[src/rtl/icmp_pkg.sv]
// Shared constants for the ICMP echo-reply scheduler: FSM state encoding and
// ICMP message type codes.
package icmp_pkg;

   localparam logic [1:0] ST_IDLE = 2'd0;
   localparam logic [1:0] ST_REQ  = 2'd1;
   localparam logic [1:0] ST_SEND = 2'd2;
   localparam logic [1:0] ST_GAP  = 2'd3;

   localparam logic [7:0] ICMP_TYPE_ECHO_REQ   = 8'd8;
   localparam logic [7:0] ICMP_TYPE_ECHO_REPLY = 8'd0;

endpackage

[src/rtl/icmp_seq_fifo.sv]
// First-word-fall-through FIFO of pending echo sequence numbers.
// The caller must not push when full (unless also popping) or pop when empty.
module icmp_seq_fifo #(
   parameter int P_DEPTH = 4,
   parameter int P_WIDTH = 16
) (
   input  logic                       i_clk,
   input  logic                       i_rst_n,
   input  logic                       i_push,
   input  logic [P_WIDTH-1:0]         i_data,
   input  logic                       i_pop,
   output logic [P_WIDTH-1:0]         o_data,
   output logic                       o_empty,
   output logic                       o_full,
   output logic [$clog2(P_DEPTH):0]  o_count
);

   localparam int AW = $clog2(P_DEPTH);

   logic [P_WIDTH-1:0] mem [P_DEPTH];
   logic [AW-1:0]      wr_ptr;
   logic [AW-1:0]      rd_ptr;
   logic [AW:0]        count;

   // Storage needs no reset; only the pointers and occupancy define validity.
   always_ff @(posedge i_clk) begin
      if (i_push) mem[wr_ptr] <= i_data;
   end

   always_ff @(posedge i_clk or negedge i_rst_n) begin
      if (!i_rst_n) begin
         wr_ptr <= '0;
         rd_ptr <= '0;
         count  <= '0;
      end else begin
         if (i_push) wr_ptr <= wr_ptr + 1'b1;
         if (i_pop)  rd_ptr <= rd_ptr + 1'b1;
         case ({i_push, i_pop})
            2'b10:   count <= count + 1'b1;
            2'b01:   count <= count - 1'b1;
            default: count <= count;
         endcase
      end
   end

   assign o_data  = mem[rd_ptr];
   assign o_empty = (count == '0);
   assign o_full  = (count == (AW+1)'(P_DEPTH));
   assign o_count = count;

endmodule

[src/rtl/icmp_reply_sched.sv]
// Queues received echo-request sequence numbers and hands them one at a time
// to the ICMP TX path. Optional inter-reply gap: define ICMP_RATE_LIMIT_EN.
module icmp_reply_sched
   import icmp_pkg::*;
#(
   parameter int P_FIFO_DEPTH = 4,
   parameter int P_TIMEOUT    = 4096,
   parameter int P_RATE_GAP   = 1024
) (
   input  logic        i_clk,
   input  logic        i_rst_n,
   input  logic        i_trig_reply,
   input  logic [15:0] i_trig_seq,
   output logic        o_icmp_req,
   output logic [15:0] o_icmp_seq,
   input  logic        i_icmp_grant,
   input  logic        i_icmp_done,
   output logic        o_busy,
   output logic [4:0]  o_pending,
   output logic [15:0] o_drop_cnt
);

   localparam int TW = $clog2(P_TIMEOUT + 1);
   localparam int CW = $clog2(P_FIFO_DEPTH) + 1;

   if (P_FIFO_DEPTH < 2 || P_FIFO_DEPTH > 16 || (P_FIFO_DEPTH & (P_FIFO_DEPTH - 1)) != 0
       || P_TIMEOUT < 1 || P_RATE_GAP < 1) begin : g_bad_param
      $error("icmp_reply_sched: illegal parameter value");
   end

   logic [1:0]    state;
   logic [TW-1:0] send_cnt;
   logic          fifo_push, fifo_pop, fifo_full, fifo_empty;
   logic [15:0]   fifo_head;
   logic [CW-1:0] fifo_cnt;
   logic          drop_trig, abort;
   logic [1:0]    drop_inc;
   logic [16:0]   drop_sum;

   // A full FIFO still accepts a trigger when the head leaves in the same cycle.
   assign fifo_pop  = (state == ST_REQ) && i_icmp_grant;
   assign fifo_push = i_trig_reply && (!fifo_full || fifo_pop);
   assign drop_trig = i_trig_reply && fifo_full && !fifo_pop;
   assign abort     = (state == ST_SEND) && !i_icmp_done && (send_cnt == TW'(P_TIMEOUT - 1));

   icmp_seq_fifo #(.P_DEPTH(P_FIFO_DEPTH), .P_WIDTH(16)) u_fifo (
      .i_clk   (i_clk),
      .i_rst_n (i_rst_n),
      .i_push  (fifo_push),
      .i_data  (i_trig_seq),
      .i_pop   (fifo_pop),
      .o_data  (fifo_head),
      .o_empty (fifo_empty),
      .o_full  (fifo_full),
      .o_count (fifo_cnt)
   );

`ifdef ICMP_RATE_LIMIT_EN
   localparam int GW = $clog2(P_RATE_GAP + 1);
   logic [GW-1:0] gap_cnt;
`endif

   always_ff @(posedge i_clk or negedge i_rst_n) begin
      if (!i_rst_n) begin
         state      <= ST_IDLE;
         o_icmp_req <= 1'b0;
         o_icmp_seq <= '0;
         send_cnt   <= '0;
`ifdef ICMP_RATE_LIMIT_EN
         gap_cnt    <= '0;
`endif
      end else begin
         case (state)
            ST_IDLE: if (!fifo_empty) begin
               o_icmp_seq <= fifo_head;
               o_icmp_req <= 1'b1;
               state      <= ST_REQ;
            end
            ST_REQ: if (i_icmp_grant) begin
               o_icmp_req <= 1'b0;
               send_cnt   <= '0;
               state      <= ST_SEND;
            end
            ST_SEND: begin
               if (i_icmp_done) begin
`ifdef ICMP_RATE_LIMIT_EN
                  gap_cnt <= '0;
                  state   <= ST_GAP;
`else
                  state   <= ST_IDLE;
`endif
               end else if (abort) begin
                  state <= ST_IDLE;
               end else begin
                  send_cnt <= send_cnt + 1'b1;
               end
            end
`ifdef ICMP_RATE_LIMIT_EN
            ST_GAP: begin
               if (gap_cnt == GW'(P_RATE_GAP - 1)) state <= ST_IDLE;
               else gap_cnt <= gap_cnt + 1'b1;
            end
`endif
            default: begin
               state      <= ST_IDLE;
               o_icmp_req <= 1'b0;
            end
         endcase
      end
   end

   // A trigger drop and a send abort can coincide; both are counted.
   assign drop_inc = {1'b0, drop_trig} + {1'b0, abort};
   assign drop_sum = {1'b0, o_drop_cnt} + 17'(drop_inc);

   always_ff @(posedge i_clk or negedge i_rst_n) begin
      if (!i_rst_n) o_drop_cnt <= '0;
      else          o_drop_cnt <= drop_sum[16] ? 16'hFFFF : drop_sum[15:0];
   end

   assign o_busy    = (state != ST_IDLE);
   assign o_pending = 5'(fifo_cnt);

endmodule

[config.mk]
export PLATFORM = sky130hd
export DESIGN_NAME = icmp_reply_sched
export DESIGN_NICKNAME = d
export VERILOG_FILES = /design/src/rtl/icmp_pkg.sv /design/src/rtl/icmp_seq_fifo.sv /design/src/rtl/icmp_reply_sched.sv
export SDC_FILE = /design/constraint.sdc
export NUM_CORES = 1
export LEC_CHECK = 0
export BUFFER_PORTS_ARGS = -buffer_cell sky130_fd_sc_hd__buf_2
export CAP_MARGIN = 20
export CORE_MARGIN = 5
export CORE_UTILIZATION = 25
export CTS_CLUSTER_SIZE = 14
export DETAILED_ROUTE_END_ITERATION = 8
export PLACE_DENSITY_LB_ADDON = 0.08
export SKIP_CTS_REPAIR_TIMING = 1
export SLEW_MARGIN = 10
export SYNTH_ARGS = -nofsm -noshare
export SYNTH_HDL_FRONTEND = slang
export SYNTH_HIERARCHICAL = 1
export SYNTH_SLANG_ARGS = --single-unit
[constraint.sdc]
create_clock -name i_clk -period 3.9 [get_ports i_clk]
set_input_delay 1.17 -clock i_clk [delete_from_list [all_inputs] [get_ports i_clk]]
set_output_delay 1.17 -clock i_clk [all_outputs]
set_load 0.01 [all_outputs]
==> results of run 1 <==
-- worst paths after layout --
| kind | end | slack [ns] |
|---|---|---|
| max | o_drop_cnt[1] | 0.76 |
| min | o_icmp_req | 0.49 |
| max reg2reg | o_drop_cnt[1] | 1.03 |
| min reg2reg | o_icmp_req | 0.49 |
| max in group asynchronous | o_icmp_seq[8] | 2.33 |
| min in group asynchronous | o_drop_cnt[11] | 0.84 |
-- sequential cells by signal, summed over array words and instances, names as in the netlist --
signal          flops
o_drop_cnt         16
o_icmp_req          1
o_icmp_seq         16
send_cnt           13
state               2
u_fifo/mem         64
u_fifo/o_count      3
u_fifo/rd_ptr       2
u_fifo/wr_ptr       2
-- per-layer routing --
| metal | GRT usage (%) | vias to the layer above | share of wire [%] |
|---|---|---|---|
| li1 | - | 1392 | - |
| met2 | 15.5 | 62 | 47 |
| met4 | 3.21 | 2 | 1.0 |
| met1 | 13.1 | 1508 | 47 |
| met5 | 0 | - | 0.12 |
| met3 | 3.89 | 12 | 4.9 |
-- stage by stage --
step	hold WS (ns)	setup slack, ns
after floorplan	0.489	0.686
final	0.495	0.763
after global placement	0.485	0.338
after global routing	0.512	0.478
after detailed placement	0.492	0.279
after CTS	0.505	0.716
-- Yosys cell counts (2+ instances only) --
library cell,n,area [um2]
nor3_1,9,45.0
mux2i_1,2,20.0
or2_2,3,18.8
mux2_2,18,203
o21ai_0,8,40.0
a31oi_1,2,12.5
nand4_1,5,31.3
xor2_1,6,52.6
nand2_1,25,93.8
ha_1,7,87.6
o31ai_1,4,30.0
dfrtp_1,55,1380
o211ai_1,3,22.5
xnor2_1,10,87.6
nor2_1,13,48.8
and2_1,4,25.0
nand3_1,11,55.1
buf_2,3,15.0
a21oi_1,6,30.0
edfxtp_1,64,1920
inv_1,11,41.3
nor4_1,3,18.8
buf_4,3,22.5
and3_1,5,31.3
fa_1,2,40.0
mux4_1,8,210
mux4_2,8,180
nor2b_1,2,12.5
nand2b_1,2,12.5
or4_1,4,30.0
-- critical path, cell delays in order --
cell and delay [ns]:
buf_2 0.12, or3b_2 0.48, nor4_1 0.38, fa_1 0.30, ha_1 0.24, nand2_1 0.13
nor2_1 0.14, nand3_1 0.21, buf_4 0.24, nand2b_1 0.07
-- power groups by stage --
| stage | combinational [mW] | sequential [mW] | clock (mW) |
|---|---|---|---|
| after floorplan | 0.782 | 1.85 | 0 |
| after global placement | 1.13 | 1.92 | 0 |
| after detailed placement | 1.14 | 1.93 | 0 |
| after CTS | 1.15 | 1.90 | 1.71 |
| after global routing | 1.23 | 1.94 | 1.77 |
| final | 1.10 | 1.88 | 1.66 |
-- logic make-up after synthesis --
| group | synth area share (%) |
|---|---|
| XOR/XNOR | 2.79 |
| multiplexers | 12.2 |
| other | 0.0746 |
| adder cells (fa/ha/maj) | 2.54 |
| buffers and inverters | 2.44 |
| AO/OA/AOI/OAI | 4.03 |
| AND/OR/NAND/NOR | 10.3 |
| flip-flops | 65.6 |
-- layout make-up --
type,instances,area (um2)
clock buffers,18,429
multi-input cells,189,1610
flip-flops and latches,119,3300
repair buffers,68,368
clock inverters,14,198
fillers,2009,13400
well taps,265,332
inverters,12,45.0
==> results.py, run 1 <==
metrics = {
    "yosys": {
        "yosysUniqueCellTypes": 53,
        "ys_seq_area_share_pct": 65.6,
        "netlist_instances": 329,
        "ys_async_sr_fraction_pct": 46.2,
        "synth_ff_type": "edfxtp_1",
        "avgSynthCellArea_um2": 15.3,
        "synth_warnings": 6,
        "synth_area_um2": 5030,
        "synth-edff-count": 64,
        "ys_ff_latch": 119,
    },
    "routing": {
        "vias_per_cell": 4.34,
        "dr.pass1.iters": 4,
        "num_vias": 2976,
        "routed_wl_um": 11100,
        "drt_iter0_markers": 135,
        "drc": 0,
        "ant_nets": 0,
        "wl_per_cell_um": 16.2,
    },
    "final_layout": {
        "final_common_cell": "edfxtp_1",
        "nets": 437,
        "final_area_um2": 6280,
        "synthToLayoutAreaGrowth_pct": 24.9,
        "final_cells": 685,
        "layout_common_cells": "64 x edfxtp_1, 57 x buf_2, 55 x dfrtp_1",
        "drive_gt1_share_pct": 33.1,
        "antennaDiodeCount": 0,
        "final_util_pct": 32.0,
    },
    "run_status": {
        "outcome": "finished, final reports clean",
    },
    "timing": {
        "min_period_ns": 3.14,
        "hold_viol": 0,
        "max_freq_mhz": 319,
        "maxSlewViolCount": 0,
        "final-setup-viol-count": 0,
        "fin_crit_sh_pct": 80.4,
        "clock_skew_ns": 0.00625,
        "rsz0062_at_grt": "false",
        "tns_ns": 0,
        "max_slew_margin_pct": 41.7,
        "worstMarginPinSlew_ns": 0.874,
    },
    "pwr": {
        "leakagePower_nw": 2.54,
        "p_comb_share_pct": 23.7,
        "power_mw": 4.64,
        "powerDensity_nw_per_um2": 739,
        "switching_power_mw": 1.35,
        "seqPwrFrac_pct": 40.6,
        "ir_drop_uv": 308,
        "clockPowerShare_pct": 35.7,
        "p_int_mw": 3.29,
        "p_sw_share_pct": 29.1,
    },
    "hold_path": {
        "hold_start": "o_icmp_req",
        "hp-class": "reg2reg",
        "holdPathStages": 2,
    },
    "floorplanning": {
        "initial_utilization_pct": 25.6,
        "core_um2": 19700,
        "die_w_um": 152,
        "dieArea_um2": 23000,
        "die_h_um": 152,
        "io_pins": 60,
        "num_rows": 51,
    },
    "place": {
        "dpl-instance-area_um2": 5650,
        "dp_cells": 653,
        "dp_hpwl_um": 7360,
        "place_congestion": 0.746,
        "io_buffers": 57,
    },
    "critical_path": {
        "worst_setup_path_start_kind": "input port",
        "critical_path_required_ns": 4.25,
        "startpoint": "i_icmp_done",
        "critPathMaxFanout": 8,
        "reg2reg_depth": 11,
        "rr_startpoint": "send_cnt[0]",
        "arrival_ns": 3.48,
        "worstSetupPathType": "in2reg",
        "end_kind": "register",
    },
    "cts": {
        "cts_buffers": 17,
        "cts.clk_slew.worst_paths_ns": 0.05,
        "clockBufferDepth": 2,
        "clock-sinks": 119,
        "clk_latency_ns": 0.41,
        "cts_root_buffer": "clkbuf_16",
        "cts_tree": "built",
        "cts_max_level": 4,
    },
    "global_route": {
        "grt_pass1_vias": 3192,
        "grt_max_degree": 34,
        "grtUsageTotal_pct": 10.0,
        "antenna_found_initial": 1,
        "grt-ovfl-total": 0,
        "grt_pass1_wl_um": 18100,
    },
    "flow_run": {
        "cap_viol_max_count": 0,
    },
}
Note: power is estimated with default switching activity, not from simulation.
==> run 2: changes to the inputs <==
==> constraint.sdc (replaced) <==
create_clock -name i_clk -period 2.5 [get_ports i_clk]
set_input_delay 0.75 -clock i_clk [delete_from_list [all_inputs] [get_ports i_clk]]
set_output_delay 0.75 -clock i_clk [all_outputs]
set_load 0.01 [all_outputs]
==> results.py, run 2 (synthesized netlist as in run 1, its figures left out) <==
metrics = {
    "run_status": {
        "outcome": "finished, final reports clean",
    },
    "final_layout": {
        "final_area_um2": 6600,
        "ff_latch_area_um2": 3300,
        "multiInputGateArea_um2": 1670,
        "fillCellCount": 1984,
        "layout_common_cells": "64 x edfxtp_1, 57 x buf_2, 55 x dfrtp_1",
        "reg.largest.list": "u_fifo/mem x64, o_drop_cnt x16, o_icmp_seq x16",
        "largest_reg_flops": 64,
        "regMostFlops": "u_fifo/mem",
        "nets": 466,
        "drive_gt1_share_pct": 38.8,
        "final_cells": 713,
        "synthToLayoutAreaGrowth_pct": 31.3,
        "final_util_pct": 33.6,
        "antennaDiodeCount": 0,
        "final_common_cell": "edfxtp_1",
    },
    "critical_path": {
        "end_kind": "register",
        "r2r-end": "o_drop_cnt[12]",
        "reg2reg_depth": 11,
        "critPathCapture": "o_drop_cnt[12]",
        "worst_setup_path_start_kind": "register",
        "worstSetupPathType": "reg2reg",
        "critPathMaxFanout": 4,
        "rr_startpoint": "send_cnt[1]",
        "critical_path_required_ns": 2.80,
        "rrSetupSlack_ns": 0.17,
        "startpoint": "send_cnt[1]",
        "arrival_ns": 2.62,
    },
    "place": {
        "dp_cells": 682,
        "dp_hpwl_um": 7730,
        "dpl-instance-area_um2": 5970,
        "io_buffers": 57,
        "place_ws_ns": -0.175,
        "place_congestion": 0.716,
    },
    "cts": {
        "cts_root_buffer": "clkbuf_16",
        "cts_tree": "built",
        "cts_buffers": 17,
        "cts_max_level": 4,
        "clk_latency_ns": 0.41,
        "clockBufferDepth": 2,
        "cts.clk_slew.worst_paths_ns": 0.06,
        "clock-sinks": 119,
    },
    "hold_path": {
        "hp-class": "in2async",
    },
    "routing": {
        "num_vias": 3047,
        "drt_iter0_markers": 105,
        "drc": 0,
        "ant_nets": 0,
        "dr.pass1.iters": 4,
        "routed_wl_um": 11200,
        "vias_per_cell": 4.27,
        "wl_per_cell_um": 15.8,
    },
    "floorplanning": {
        "dieArea_um2": 23000,
        "num_rows": 51,
        "die_w_um": 152,
        "die_h_um": 152,
        "core_um2": 19700,
        "initial_utilization_pct": 25.6,
        "io_pins": 60,
    },
    "timing": {
        "tns_ns": 0,
        "worst_slack_ns": 0.172,
        "worstMarginPinSlew_ns": 0.500,
        "final-setup-viol-count": 0,
        "maxSlewViolCount": 0,
        "rsz0062_at_grt": "false",
        "timing.hold.ws_ns": 0.344,
        "max_freq_mhz": 430,
        "hold_viol": 0,
        "fin_crit_sh_pct": 93.1,
        "clock_skew_ns": 0.00830,
        "max_slew_margin_pct": 66.4,
        "min_period_ns": 2.33,
    },
    "global_route": {
        "grtUsageMet1_pct": 12.7,
        "grt_pass1_wl_um": 18000,
        "grt_pass1_vias": 3155,
        "grt_max_degree": 56,
        "grtUsageMet3_pct": 3.78,
        "grtUsageTotal_pct": 10.1,
        "busiest_layer": "met2",
        "grt-ovfl-total": 0,
        "use_met2_pct": 16.3,
        "antenna_found_initial": 1,
    },
    "pwr": {
        "ir_drop_uv": 600,
        "leakagePower_nw": 2.72,
        "power_mw": 7.45,
        "powerDensity_nw_per_um2": 1130,
    },
    "flow_run": {
        "cap_viol_max_count": 0,
    },
}
[run 2: how the worst min path moves through the flow]
| stage | end | cells after the start | start |
|---|---|---|---|
| floorplan | o_drop_cnt[0] | 0 | i_rst_n |
| global placement | o_icmp_seq[15] | 1 | o_icmp_seq[15] |
| detailed placement | o_icmp_seq[8] | 1 | o_icmp_seq[8] |
| CTS | o_drop_cnt[12] | 2 | i_rst_n |
| global route | o_drop_cnt[14] | 2 | i_rst_n |
| finish | o_drop_cnt[12] | 2 | i_rst_n |
[run 2: worst max-delay path, cell delays in order (launching register included)]
cell and delay [ns]:
dfrtp_1 0.37, ha_1 0.19, nand4_1 0.14, or2_4 0.29
nor4_4 0.16, fa_2 0.28, ha_2 0.19, nand2_2 0.10
nor2_4 0.14, buf_4 0.14, nand3_1 0.08, mux2i_1 0.13
[run 2: power by group]
part,switching (mW),internal (mW)
clock network,0.871,1.76
registers,0.256,2.57
logic,0.974,1.02
[run 2: final cells by class]
cell class | instances | area share, %
tap | 265 | 5.02
clock inverter | 13 | 3.07
clock buffer | 18 | 6.50
sequential | 119 | 50.0
timing repair buffer | 97 | 9.44
inverter | 12 | 0.682
multi-input combinational | 189 | 25.3
[run 2: per-layer routing]
metal / share of wire (%) / vias up / wire length [um]
met5: 0.062 / - / 7
met4: 0.84 / 2 / 95
met3: 4.9 / 9 / 553
met2: 49 / 56 / 5470
met1: 46 / 1519 / 5130
li1: - / 1461 / -
==> run 3: changes to the inputs <==
==> constraint.sdc (replaced) <==
create_clock -name i_clk -period 2.5 [get_ports i_clk]
set_input_delay 0.375 -clock i_clk [delete_from_list [all_inputs] [get_ports i_clk]]
set_output_delay 0.375 -clock i_clk [all_outputs]
set_load 0.01 [all_outputs]
==> results.py, run 3 (synthesized netlist as in run 1, its figures left out) <==
metrics = {
    "routing": {
        "routed_wl_um": 11200,
        "drc": 0,
        "wl_per_cell_um": 15.9,
        "dr.pass1.iters": 4,
        "num_vias": 2999,
        "vias_per_cell": 4.25,
        "drt_iter0_markers": 130,
        "ant_nets": 0,
    },
    "floorplanning": {
        "die_w_um": 152,
        "die_h_um": 152,
        "num_rows": 51,
        "initial_utilization_pct": 25.6,
        "dieArea_um2": 23000,
        "core_um2": 19700,
        "io_pins": 60,
    },
    "critical_path": {
        "worstSetupPathType": "reg2reg",
        "end_kind": "register",
        "r2r-end": "o_drop_cnt[14]",
        "critPathMaxFanout": 4,
        "critical_path_required_ns": 2.83,
        "reg2reg_depth": 11,
        "path_cells": "ha_2, nand4_1, or2_4, nor4_4, fa_2, ha_2, nand2_2, nor2_4, buf_4, a31oi_1, a41oi_1",
        "rrSetupSlack_ns": 0.09,
        "crit_slowest_cell": "dfrtp_1",
        "arrival_ns": 2.74,
        "critPathMaxStageDelay_ns": 0.36,
        "path_common_cell": "ha_2",
        "worst_setup_path_start_kind": "register",
        "rr_startpoint": "send_cnt[0]",
    },
    "global_route": {
        "grt_pass1_vias": 3245,
        "grtUsageTotal_pct": 10.1,
        "grt_max_degree": 56,
        "grt_pass1_wl_um": 18000,
        "grt-ovfl-total": 0,
        "antenna_found_initial": 1,
    },
    "cts": {
        "clockBufferDepth": 2,
        "cts_max_level": 4,
        "clk_latency_ns": 0.42,
        "cts.clk_slew.worst_paths_ns": 0.06,
        "cts_tree": "built",
        "cts_buffers": 17,
        "cts_root_buffer": "clkbuf_16",
        "clock-sinks": 119,
    },
    "final_layout": {
        "regMostFlops": "u_fifo/mem",
        "layout_common_cells": "64 x edfxtp_1, 57 x buf_2, 55 x dfrtp_1",
        "final_cells": 706,
        "final_common_cell": "edfxtp_1",
        "largest_reg_flops": 64,
        "synthToLayoutAreaGrowth_pct": 29.6,
        "antennaDiodeCount": 0,
        "reg.largest.list": "u_fifo/mem x64, o_drop_cnt x16, o_icmp_seq x16",
        "nets": 458,
        "drive_gt1_share_pct": 37.9,
        "final_util_pct": 33.2,
    },
    "pwr": {
        "ir_drop_uv": 478,
        "powerDensity_nw_per_um2": 1120,
        "leakagePower_nw": 2.66,
    },
    "timing": {
        "clock_skew_ns": 0.00680,
        "worstMarginPinSlew_ns": 0.584,
        "final-setup-viol-count": 0,
        "max_slew_margin_pct": 60.8,
        "tns_ns": 0,
        "hold_viol": 0,
        "fin_crit_sh_pct": 96.4,
        "maxSlewViolCount": 0,
        "timing.hold.ws_ns": 0.170,
        "worst_slack_ns": 0.0890,
        "max_freq_mhz": 415,
        "rsz0062_at_grt": "true",
        "min_period_ns": 2.41,
    },
    "hold_path": {
        "hp-class": "in2reg",
        "hold_end": "u_fifo/mem[0][12]",
        "hold_start": "i_trig_seq[12]",
        "holdPathStages": 1,
    },
    "place": {
        "place_ws_ns": -0.0628,
        "place_congestion": 0.762,
        "dp_cells": 671,
        "io_buffers": 57,
        "dp_hpwl_um": 7300,
    },
    "run_status": {
        "outcome": "finished, final reports clean",
    },
    "flow_run": {
        "cap_viol_max_count": 0,
    },
}
run 3: final cells by class:
cell class / count / area (um2)
Fill cell: 1969 / 13100
Sequential cell: 119 / 3300
Multi-Input combinational cell: 189 / 1660
Timing Repair Buffer: 89 / 573
Clock buffer: 18 / 439
Tap cell: 265 / 332
Clock inverter: 14 / 173
Inverter: 12 / 45.0
run 3: critical path, delay by kind of cell (launching register included):
family | cells | cell delay (ns)
and+or+nand+nor | 5 | 0.94
adders and majority gates | 3 | 0.66
DFF | 1 | 0.36
AOI/OAI and AO/OA | 2 | 0.23
buffers and inverters | 1 | 0.14
run 3: worst max path at each step:
stage	end	start	slack, ns	depth (start not counted)
6_report	o_drop_cnt[14]	send_cnt[0]	0.09	11
5_1_grt	o_drop_cnt[14]	send_cnt[0]	-0.05	11
4_1_cts	o_drop_cnt[15]	send_cnt[0]	-0.03	9
3_5_place_dp	o_drop_cnt[15]	i_icmp_done	-0.06	8
3_3_place_gp	o_drop_cnt[6]	i_icmp_done	0.004	10
2_1_floorplan	o_drop_cnt[10]	state[0]	0.03	10
run 3: power breakdown:
part           leakage, nW  switching [mW]  internal, mW
registers             1.29           0.219          2.57
logic                 1.07            1.00         0.994
clock network        0.301           0.901          1.60
total                 2.66            2.12          5.17
run 3: metrics by stage:
stage / total power [mW] / cell area, um2
after floorplan: 4.11 / 5040
after global placement: 4.88 / 5830
after detailed placement: 4.90 / 5830
after CTS: 7.47 / 6450
after global routing: 7.77 / 6520
final: 7.29 / 6520
run 3: layer usage:
metal  global-route usage, %  vias up  part of all wire [%]
li1                        -     1443                     -
met2                    15.2       62                    46
met1                    13.0     1478                    47
met5                       0        -                 0.062
met3                    3.92       14                   5.2
met4                    4.11        2                   1.3
